**src/rtl/wb_bridge_pkg.sv**
```systemverilog
// Shared types and constants for the Wishbone N-way bridge family.
package wb_bridge_pkg;

  localparam int WB_DATA_W = 32;
  localparam int WB_SEL_W  = 4;

  localparam logic [WB_DATA_W-1:0] TIMEOUT_DATA_BASE = 32'hDEAD_0000;

  typedef enum logic [1:0] {
    IDLE,
    REQ,
    RESP,
    ERR
  } state_e;

endpackage

```
**src/rtl/wb_bridge_nway_if.sv**
```systemverilog
// Bus bundle for wb_bridge_nway: upstream classic slave side plus broadcast/per-port downstream side.
// Modport slave is the bridge's view; master is the environment (CPU + downstream blocks) view.
interface wb_bridge_nway_if
  import wb_bridge_pkg::*;
#(
  parameter int NUM_PORTS       = 4,
  parameter int PORT_ADDR_WIDTH = 10
);

  logic                           wbs_stb_i;
  logic                           wbs_cyc_i;
  logic                           wbs_we_i;
  logic [WB_SEL_W-1:0]            wbs_sel_i;
  logic [WB_DATA_W-1:0]           wbs_dat_i;
  logic [31:0]                    wbs_adr_i;
  logic                           wbs_ack_o;
  logic [WB_DATA_W-1:0]           wbs_dat_o;

  logic [NUM_PORTS-1:0]           wbm_stb_o;
  logic [NUM_PORTS-1:0]           wbm_cyc_o;
  logic                           wbm_we_o;
  logic [WB_SEL_W-1:0]            wbm_sel_o;
  logic [WB_DATA_W-1:0]           wbm_dat_o;
  logic [PORT_ADDR_WIDTH-1:0]     wbm_adr_o;
  logic [NUM_PORTS-1:0]           wbm_ack_i;
  logic [WB_DATA_W*NUM_PORTS-1:0] wbm_dat_i;

  logic                           bridge_err_o;

  modport slave (
    input  wbs_stb_i, wbs_cyc_i, wbs_we_i, wbs_sel_i, wbs_dat_i, wbs_adr_i,
    output wbs_ack_o, wbs_dat_o,
    output wbm_stb_o, wbm_cyc_o, wbm_we_o, wbm_sel_o, wbm_dat_o, wbm_adr_o,
    input  wbm_ack_i, wbm_dat_i,
    output bridge_err_o
  );

  modport master (
    output wbs_stb_i, wbs_cyc_i, wbs_we_i, wbs_sel_i, wbs_dat_i, wbs_adr_i,
    input  wbs_ack_o, wbs_dat_o,
    input  wbm_stb_o, wbm_cyc_o, wbm_we_o, wbm_sel_o, wbm_dat_o, wbm_adr_o,
    output wbm_ack_i, wbm_dat_i,
    input  bridge_err_o
  );

endinterface

```
**src/rtl/wb_bridge_decode.sv**
```systemverilog
// Combinational address decode: base-window hit plus downstream port index.
module wb_bridge_decode #(
  parameter int          NUM_PORTS      = 4,
  parameter logic [31:0] BASE_ADDR      = 32'h3000_0000,
  parameter int          BASE_MATCH_LSB = 20,
  parameter int          PORT_SEL_LSB   = 16,
  parameter int          IDX_W          = $clog2(NUM_PORTS)
) (
  input  logic [31:PORT_SEL_LSB] wbs_adr_i,
  output logic                   valid_o,
  output logic [IDX_W-1:0]       idx_o
);

  localparam int FIELD_W = BASE_MATCH_LSB - PORT_SEL_LSB;

  logic               hit;
  logic [FIELD_W-1:0] field;

  assign hit   = (wbs_adr_i[31:BASE_MATCH_LSB] == BASE_ADDR[31:BASE_MATCH_LSB]);
  // The whole gap up to the base-match bits is compared, so an index past the
  // last port (e.g. 4 of 4) errors instead of aliasing onto a low port.
  assign field   = wbs_adr_i[BASE_MATCH_LSB-1:PORT_SEL_LSB];
  assign valid_o = hit && (32'(field) < 32'(NUM_PORTS));
  assign idx_o   = field[IDX_W-1:0];

endmodule

```
**src/rtl/wb_bridge_nway.sv**
```systemverilog
// One upstream Wishbone classic slave fanned out to NUM_PORTS downstream masters.
// Optional build macro WB_BRIDGE_TIMEOUT_EN adds a downstream ack timeout.
module wb_bridge_nway
  import wb_bridge_pkg::*;
#(
  parameter int          NUM_PORTS       = 4,
  parameter int          PORT_ADDR_WIDTH = 10,
  parameter logic [31:0] BASE_ADDR       = 32'h3000_0000,
  parameter int          BASE_MATCH_LSB  = 20,
  parameter int          PORT_SEL_LSB    = 16,
`ifdef WB_BRIDGE_TIMEOUT_EN
  parameter int          TIMEOUT_CYCLES  = 255,
`endif
  parameter logic [31:0] DECODE_ERR_DATA = 32'hBADD_ADD5
) (
  input  logic             wb_clk_i,
  input  logic             wb_rst_i,
  wb_bridge_nway_if.slave  bus
);

  localparam int IDX_W = $clog2(NUM_PORTS);

  state_e                     state_q, state_d;
  logic [IDX_W-1:0]           idx_q, idx_d;
  logic                       we_q, we_d;
  logic [WB_SEL_W-1:0]        sel_q, sel_d;
  logic [WB_DATA_W-1:0]       wdat_q, wdat_d;
  logic [PORT_ADDR_WIDTH-1:0] adr_q, adr_d;
  logic [WB_DATA_W-1:0]       rdat_q, rdat_d;

  logic                       dec_valid;
  logic [IDX_W-1:0]           dec_idx;
  logic [NUM_PORTS-1:0]       port_en;
  logic                       up_req;

`ifdef WB_BRIDGE_TIMEOUT_EN
  localparam int TMO_W = $clog2(TIMEOUT_CYCLES + 1);
  logic [TMO_W-1:0] tmo_q, tmo_d;
`endif

  wb_bridge_decode #(
    .NUM_PORTS      (NUM_PORTS),
    .BASE_ADDR      (BASE_ADDR),
    .BASE_MATCH_LSB (BASE_MATCH_LSB),
    .PORT_SEL_LSB   (PORT_SEL_LSB),
    .IDX_W          (IDX_W)
  ) u_decode (
    .wbs_adr_i (bus.wbs_adr_i[31:PORT_SEL_LSB]),
    .valid_o   (dec_valid),
    .idx_o     (dec_idx)
  );

  assign up_req = bus.wbs_cyc_i && bus.wbs_stb_i;

  always_comb begin
    // NOTE: every always_comb target gets a default first; a path that skips
    // an assignment would otherwise infer a latch.
    state_d = state_q;
    idx_d   = idx_q;
    we_d    = we_q;
    sel_d   = sel_q;
    wdat_d  = wdat_q;
    adr_d   = adr_q;
    rdat_d  = rdat_q;
`ifdef WB_BRIDGE_TIMEOUT_EN
    tmo_d   = tmo_q;
`endif
    unique case (state_q)
      IDLE: begin
        if (up_req && dec_valid) begin
          idx_d   = dec_idx;
          we_d    = bus.wbs_we_i;
          sel_d   = bus.wbs_sel_i;
          wdat_d  = bus.wbs_dat_i;
          adr_d   = bus.wbs_adr_i[PORT_ADDR_WIDTH-1:0];
`ifdef WB_BRIDGE_TIMEOUT_EN
          tmo_d   = '0;
`endif
          state_d = REQ;
        end else if (up_req) begin
          rdat_d  = DECODE_ERR_DATA;
          state_d = ERR;
        end
      end
      REQ: begin
        // Upstream abort beats a same-cycle downstream ack.
        if (!bus.wbs_cyc_i) begin
          state_d = IDLE;
        end else if (bus.wbm_ack_i[idx_q]) begin
          rdat_d  = bus.wbm_dat_i[idx_q*WB_DATA_W +: WB_DATA_W];
          state_d = RESP;
        end
`ifdef WB_BRIDGE_TIMEOUT_EN
        else if (tmo_q == TMO_W'(TIMEOUT_CYCLES - 1)) begin
          rdat_d  = TIMEOUT_DATA_BASE | WB_DATA_W'(idx_q);
          state_d = ERR;
        end else begin
          tmo_d   = tmo_q + 1'b1;
        end
`endif
      end
      RESP:    state_d = IDLE;
      ERR:     state_d = IDLE;
      default: state_d = IDLE;
    endcase
  end

  // NOTE: sequential state uses non-blocking assignments only, so every
  // register samples the pre-edge value of every other register.
  always_ff @(posedge wb_clk_i or posedge wb_rst_i) begin
    if (wb_rst_i) begin
      // NOTE: the captured datapath is reset as well because it drives
      // outputs directly and those must read 0 during reset.
      state_q <= IDLE;
      idx_q   <= '0;
      we_q    <= 1'b0;
      sel_q   <= '0;
      wdat_q  <= '0;
      adr_q   <= '0;
      rdat_q  <= '0;
`ifdef WB_BRIDGE_TIMEOUT_EN
      tmo_q   <= '0;
`endif
    end else begin
      state_q <= state_d;
      idx_q   <= idx_d;
      we_q    <= we_d;
      sel_q   <= sel_d;
      wdat_q  <= wdat_d;
      adr_q   <= adr_d;
      rdat_q  <= rdat_d;
`ifdef WB_BRIDGE_TIMEOUT_EN
      tmo_q   <= tmo_d;
`endif
    end
  end

  // Strobe/cycle decode straight from state, so reset drops them without an edge.
  always_comb begin
    port_en = '0;
    if (state_q == REQ) port_en[idx_q] = 1'b1;
  end

  assign bus.wbm_stb_o    = port_en;
  assign bus.wbm_cyc_o    = port_en;
  assign bus.wbm_we_o     = we_q;
  assign bus.wbm_sel_o    = sel_q;
  assign bus.wbm_dat_o    = wdat_q;
  assign bus.wbm_adr_o    = adr_q;
  assign bus.wbs_ack_o    = (state_q == RESP) || (state_q == ERR);
  assign bus.wbs_dat_o    = rdat_q;
  assign bus.bridge_err_o = (state_q == ERR);

endmodule

```
**src/flat_wrapper.sv**
```systemverilog
// flat-port wrapper written by rule: the top's interface ports become plain ports
module wb_bridge_nway_flat import wb_bridge_pkg::*;
#(
  parameter int          NUM_PORTS       = 4,
  parameter int          PORT_ADDR_WIDTH = 10,
  parameter logic [31:0] BASE_ADDR       = 32'h3000_0000,
  parameter int          BASE_MATCH_LSB  = 20,
  parameter int          PORT_SEL_LSB    = 16,

  parameter logic [31:0] DECODE_ERR_DATA = 32'hBADD_ADD5
)
  (wb_clk_i, wb_rst_i, bus_wbs_stb_i, bus_wbs_cyc_i, bus_wbs_we_i, bus_wbs_sel_i, bus_wbs_dat_i, bus_wbs_adr_i, bus_wbs_ack_o, bus_wbs_dat_o, bus_wbm_stb_o, bus_wbm_cyc_o, bus_wbm_we_o, bus_wbm_sel_o, bus_wbm_dat_o, bus_wbm_adr_o, bus_wbm_ack_i, bus_wbm_dat_i, bus_bridge_err_o);
  wb_bridge_nway_if #(.NUM_PORTS(NUM_PORTS), .PORT_ADDR_WIDTH(PORT_ADDR_WIDTH)) bus_i ();
  input  logic wb_clk_i;
  input  logic wb_rst_i;
  input wire logic [$bits(bus_i.wbs_stb_i)-1:0] bus_wbs_stb_i;
  input wire logic [$bits(bus_i.wbs_cyc_i)-1:0] bus_wbs_cyc_i;
  input wire logic [$bits(bus_i.wbs_we_i)-1:0] bus_wbs_we_i;
  input wire logic [$bits(bus_i.wbs_sel_i)-1:0] bus_wbs_sel_i;
  input wire logic [$bits(bus_i.wbs_dat_i)-1:0] bus_wbs_dat_i;
  input wire logic [$bits(bus_i.wbs_adr_i)-1:0] bus_wbs_adr_i;
  output wire logic [$bits(bus_i.wbs_ack_o)-1:0] bus_wbs_ack_o;
  output wire logic [$bits(bus_i.wbs_dat_o)-1:0] bus_wbs_dat_o;
  output wire logic [$bits(bus_i.wbm_stb_o)-1:0] bus_wbm_stb_o;
  output wire logic [$bits(bus_i.wbm_cyc_o)-1:0] bus_wbm_cyc_o;
  output wire logic [$bits(bus_i.wbm_we_o)-1:0] bus_wbm_we_o;
  output wire logic [$bits(bus_i.wbm_sel_o)-1:0] bus_wbm_sel_o;
  output wire logic [$bits(bus_i.wbm_dat_o)-1:0] bus_wbm_dat_o;
  output wire logic [$bits(bus_i.wbm_adr_o)-1:0] bus_wbm_adr_o;
  input wire logic [$bits(bus_i.wbm_ack_i)-1:0] bus_wbm_ack_i;
  input wire logic [$bits(bus_i.wbm_dat_i)-1:0] bus_wbm_dat_i;
  output wire logic [$bits(bus_i.bridge_err_o)-1:0] bus_bridge_err_o;
  assign bus_i.wbs_stb_i = bus_wbs_stb_i;
  assign bus_i.wbs_cyc_i = bus_wbs_cyc_i;
  assign bus_i.wbs_we_i = bus_wbs_we_i;
  assign bus_i.wbs_sel_i = bus_wbs_sel_i;
  assign bus_i.wbs_dat_i = bus_wbs_dat_i;
  assign bus_i.wbs_adr_i = bus_wbs_adr_i;
  assign bus_wbs_ack_o = bus_i.wbs_ack_o;
  assign bus_wbs_dat_o = bus_i.wbs_dat_o;
  assign bus_wbm_stb_o = bus_i.wbm_stb_o;
  assign bus_wbm_cyc_o = bus_i.wbm_cyc_o;
  assign bus_wbm_we_o = bus_i.wbm_we_o;
  assign bus_wbm_sel_o = bus_i.wbm_sel_o;
  assign bus_wbm_dat_o = bus_i.wbm_dat_o;
  assign bus_wbm_adr_o = bus_i.wbm_adr_o;
  assign bus_i.wbm_ack_i = bus_wbm_ack_i;
  assign bus_i.wbm_dat_i = bus_wbm_dat_i;
  assign bus_bridge_err_o = bus_i.bridge_err_o;
  wb_bridge_nway #(.NUM_PORTS(NUM_PORTS), .PORT_ADDR_WIDTH(PORT_ADDR_WIDTH), .BASE_ADDR(BASE_ADDR), .BASE_MATCH_LSB(BASE_MATCH_LSB), .PORT_SEL_LSB(PORT_SEL_LSB), .DECODE_ERR_DATA(DECODE_ERR_DATA)) u_core (.wb_clk_i(wb_clk_i), .wb_rst_i(wb_rst_i), .bus(bus_i));
endmodule
```
**config.mk**
```make
export PLATFORM = sky130hd
export DESIGN_NAME = wb_bridge_nway_flat
export DESIGN_NICKNAME = d
export VERILOG_FILES = /design/src/rtl/wb_bridge_pkg.sv /design/src/rtl/wb_bridge_nway_if.sv /design/src/rtl/wb_bridge_decode.sv /design/src/rtl/wb_bridge_nway.sv /design/src/flat_wrapper.sv
export SDC_FILE = /design/constraint.sdc
export NUM_CORES = 1
export LEC_CHECK = 0
export CAP_MARGIN = 20
export CELL_PAD_IN_SITES_DETAIL_PLACEMENT = 1
export CELL_PAD_IN_SITES_GLOBAL_PLACEMENT = 2
export CORE_MARGIN = 4
export CORE_UTILIZATION = 18
export DETAILED_ROUTE_END_ITERATION = 8
export GPL_TIMING_DRIVEN = 0
export PLACE_DENSITY = 0.84
export SLEW_MARGIN = 20
export SYNTH_ARGS = -nofsm -noshare
export SYNTH_HDL_FRONTEND = slang
export SYNTH_SLANG_ARGS = --single-unit
```
**constraint.sdc**
```tcl
create_clock -name wb_clk_i -period 3.2 [get_ports wb_clk_i]
set_clock_uncertainty 0.15 [all_clocks]
set_input_delay 0.8 -clock wb_clk_i [delete_from_list [all_inputs] [get_ports wb_clk_i]]
set_output_delay 0.8 -clock wb_clk_i [all_outputs]
set_load 0.05 [all_outputs]
```
==> impl_metrics.toml, run 1 <==
[logic_synthesis]
synthMuxAreaShare_pct = 31.8
synthSimpleGateAreaFrac_pct = 8.92
yosys.area_share.adder_pct = 0
synth_xor_area_share_pct = 0
synthCells = 313
syn_area_um2 = 4070
synth_compound_area_share_pct = 4.15
synth-seq-cells = 83
synth_cell_type_count = 25
syn_nets = 518
synth_top_family_by_area = "multiplexers"
ys_warn_count = 0
seq_area_frac_synth_pct = 51.0
avgSynthCellArea_um2 = 13.0

[setup_path]
r2r_slack_ns = 0.96
end_kind = "primary output"
reg2reg_depth = 5
setup.worst_path.start = "u_core.idx_q[1]"
critPathKind = "flip-flop to primary output"
rr_endpoint = "u_core.bus.wbs_dat_o[31]"
worstSetupEndpoint = "bus_wbm_stb_o[2]"
worstPathRequired_ns = 2.25
r2r-start = "u_core.idx_q[1]"
arrival_ns = 2.05
path_max_fanout = 19
critPathLaunchType = "flip-flop"

[floorplanning]
start_util_pct = 18.5
die_w_um = 158
die_y_um = 158
dieArea_um2 = 25100
core_area_um2 = 22000
num_rows = 54
ios = 294

[global_route]
antenna_found_initial = 0
track_usage_pct = 12.7
grt_max_degree = 47
grt_pass1_wl_mm = 24.2
grt_pass1_vias = 4590
grt_overflow = 0

[timing]
grt_setup_unrepaired = "false"
slew_violations = 0
whs_ns = 0.355
relSlewSlack_pct = 59.4
fmax_mhz = 333
worstMarginPinSlew_ns = 0.609
hold_viol_final = 0
min_period_over_period_pct = 93.9
period_needed_ns = 3.00
setup_viol = 0

[drt]
dr_wl_met3_mm = 1.29
ant_nets = 0
route.met2.wl_mm = 8.79
wl_met1_mm = 6.05
dr.first_iter.drc_count = 71
wl_per_cell_um = 18.4
vias_per_cell = 4.15
wl_mm = 16.5
drcViolationCount = 0
first_pass_iters = 4
num_vias = 3716
top_layer_used = "met4"

[placement]
gp_congestion = 0.714
place_area_um2 = 7330
io_buffers = 287
dp_cells = 881
hpwlAfterDp_mm = 13.9

[power]
power-per-cell-area_nw_per_um2 = 395
fin_total_pwr_mw = 3.02
ir_drop_mv = 0.150
p_int_mw = 2.20
seqPwrFrac_pct = 37.6
p_leak_nw = 3.10
p_comb_share_pct = 24.1
swShare_pct = 27.1
p_sw_uw = 817
clkPwrFrac_pct = 38.3

[run_status]
run_status = "completed"

[clocking]
post-cts-setup-buffers = 0
clk_path_buf_depth = 2
clock-sinks = 83
cts_buffers = 9
clk_pin_slew_ns = 0.07
clk_latency_ns = 0.33
cts-root-buf = "clkbuf_16"
cts_tree = "done"
cts_max_level = 3

[min_path]
hp-class = "flip-flop to flip-flop"

[layout]
multi_input_area_um2 = 1830
regArea_um2 = 2080
area.growth.synth_to_final_pct = 87.9
drive_gt1_share_pct = 20.3
post-route-cell-area_um2 = 7640
layout.nets = 815
instances_no_fill = 895
fillers = 2395
antenna_cells = 0

[job]
drv_cap = 0
-- layer usage --
layer  vias to the layer above  track usage (%)
met5                         -                0
met3                        21             3.51
met1                      1786             13.2
met2                       193             24.3
met4                         0             4.55
li1                       1716                -
-- worst min path at each step --
stage / start / to / cells past startpoint
after floorplan: u_core.state_q[1] / u_core.state_q[0] / 1
after global placement: u_core.bus.wbm_adr_o[3] / u_core.bus.wbm_adr_o[3] / 1
after detailed placement: u_core.bus.wbm_dat_o[29] / u_core.bus.wbm_dat_o[29] / 1
after CTS: u_core.bus.wbm_dat_o[7] / u_core.bus.wbm_dat_o[7] / 1
after global routing: u_core.bus.wbm_dat_o[26] / u_core.bus.wbm_dat_o[26] / 1
final: u_core.bus.wbm_dat_o[2] / u_core.bus.wbm_dat_o[2] / 1
-- layout make-up --
cell class              count  area share [%]
well taps                 280            4.58
clock inverters             5            1.08
multi-input cells         199            24.0
inverters                   3           0.180
flip-flops and latches     83            27.2
repair buffers            288            37.8
plain buffers              26            1.93
clock buffers              11            3.31
-- registers in the layout, indices dropped and copies added (netlist names) --
name and flops:
u_core.bus.wbm_dat_o 32, u_core.bus.wbs_dat_o 32, u_core.bus.wbm_adr_o 10, u_core.bus.wbm_sel_o 4, u_core.idx_q 2, u_core.state_q 2
u_core.bus.wbm_we_o 1
-- cell usage in the layout (no fill, tap or decap), types with 2 or more instances in the layout --
cell type and count:
buf_1 2, clkdlybuf4s50_1 279, buf_4 9, dlygate4sd2_1 5, mux2_2 49, mux4_2 33
o21ai_1 11, a21oi_1 21, bufinv_16 2, nand2_1 25, and3_1 2, and2_1 2
nor2_1 45, clkbuf_16 9, clkbuf_8 2, clkbuf_1 5, nor4_1 2, dfrtp_1 83
inv_1 2, buf_2 10
-- metrics by stage --
step	util, %	setup slack [ns]	setup TNS (ns)
after floorplan	-	0.113	0
after global placement	33.1	-1.26	-104.14
after detailed placement	33.3	-0.121	-0.364
after CTS	34.7	0.0517	0
after global routing	34.7	0.0981	0
final	34.7	0.196	0
-- critical path: stages (launching register included) --
cell and delay, ns:
dfrtp_1 0.36, buf_2 0.47, and3b_1 0.26, buf_4 0.10
dlygate4sd2_1 0.52
-- Yosys cell counts (all sizes together) --
master / instances / share of area [%]
nor3b: 1 / 0.18
nand3: 1 / 0.12
inv: 3 / 0.28
and4bb: 1 / 0.31
nor4: 2 / 0.31
dfrtp: 83 / 51
and2: 2 / 0.31
and3: 2 / 0.31
nand4: 1 / 0.15
o21ai: 11 / 1.4
buf: 23 / 3.3
mux4: 33 / 18
nor2: 46 / 4.3
a2111oi: 1 / 0.22
a21oi: 21 / 2.6
and3b: 1 / 0.22
nand2: 25 / 2.3
clkbuf: 5 / 0.46
mux2: 49 / 14
nor2b: 1 / 0.15
nor4bb: 1 / 0.25
-- repair_timing --
action                                  4_1_cts  5_1_grt
gates resized for setup                      12        2
hold buffers                                  0        0
endpoints found under the setup margin        8        2
-- cells by family after synthesis --
group / Yosys count
buf+inv: 31
simple gates: 84
mux: 82
flops: 83
compound gates: 33
-- power groups by stage --
stage               combinational, mW  clock (mW)  sequential [mW]
floorplan                       0.137           0             1.33
global placement                0.718           0             1.15
detailed placement              0.737           0             1.16
CTS                             0.738        1.22             1.14
global route                    0.766        1.25             1.14
finish                          0.727        1.15             1.14
No activity file was read; power rests on OpenSTA's default activity.
==> inputs of run 2 (changes only) <==
SLEW_MARGIN = not set   (was 20)
==> results of run 2 <==
No change in the layout: final DEF, timing and power equal those of run 1.
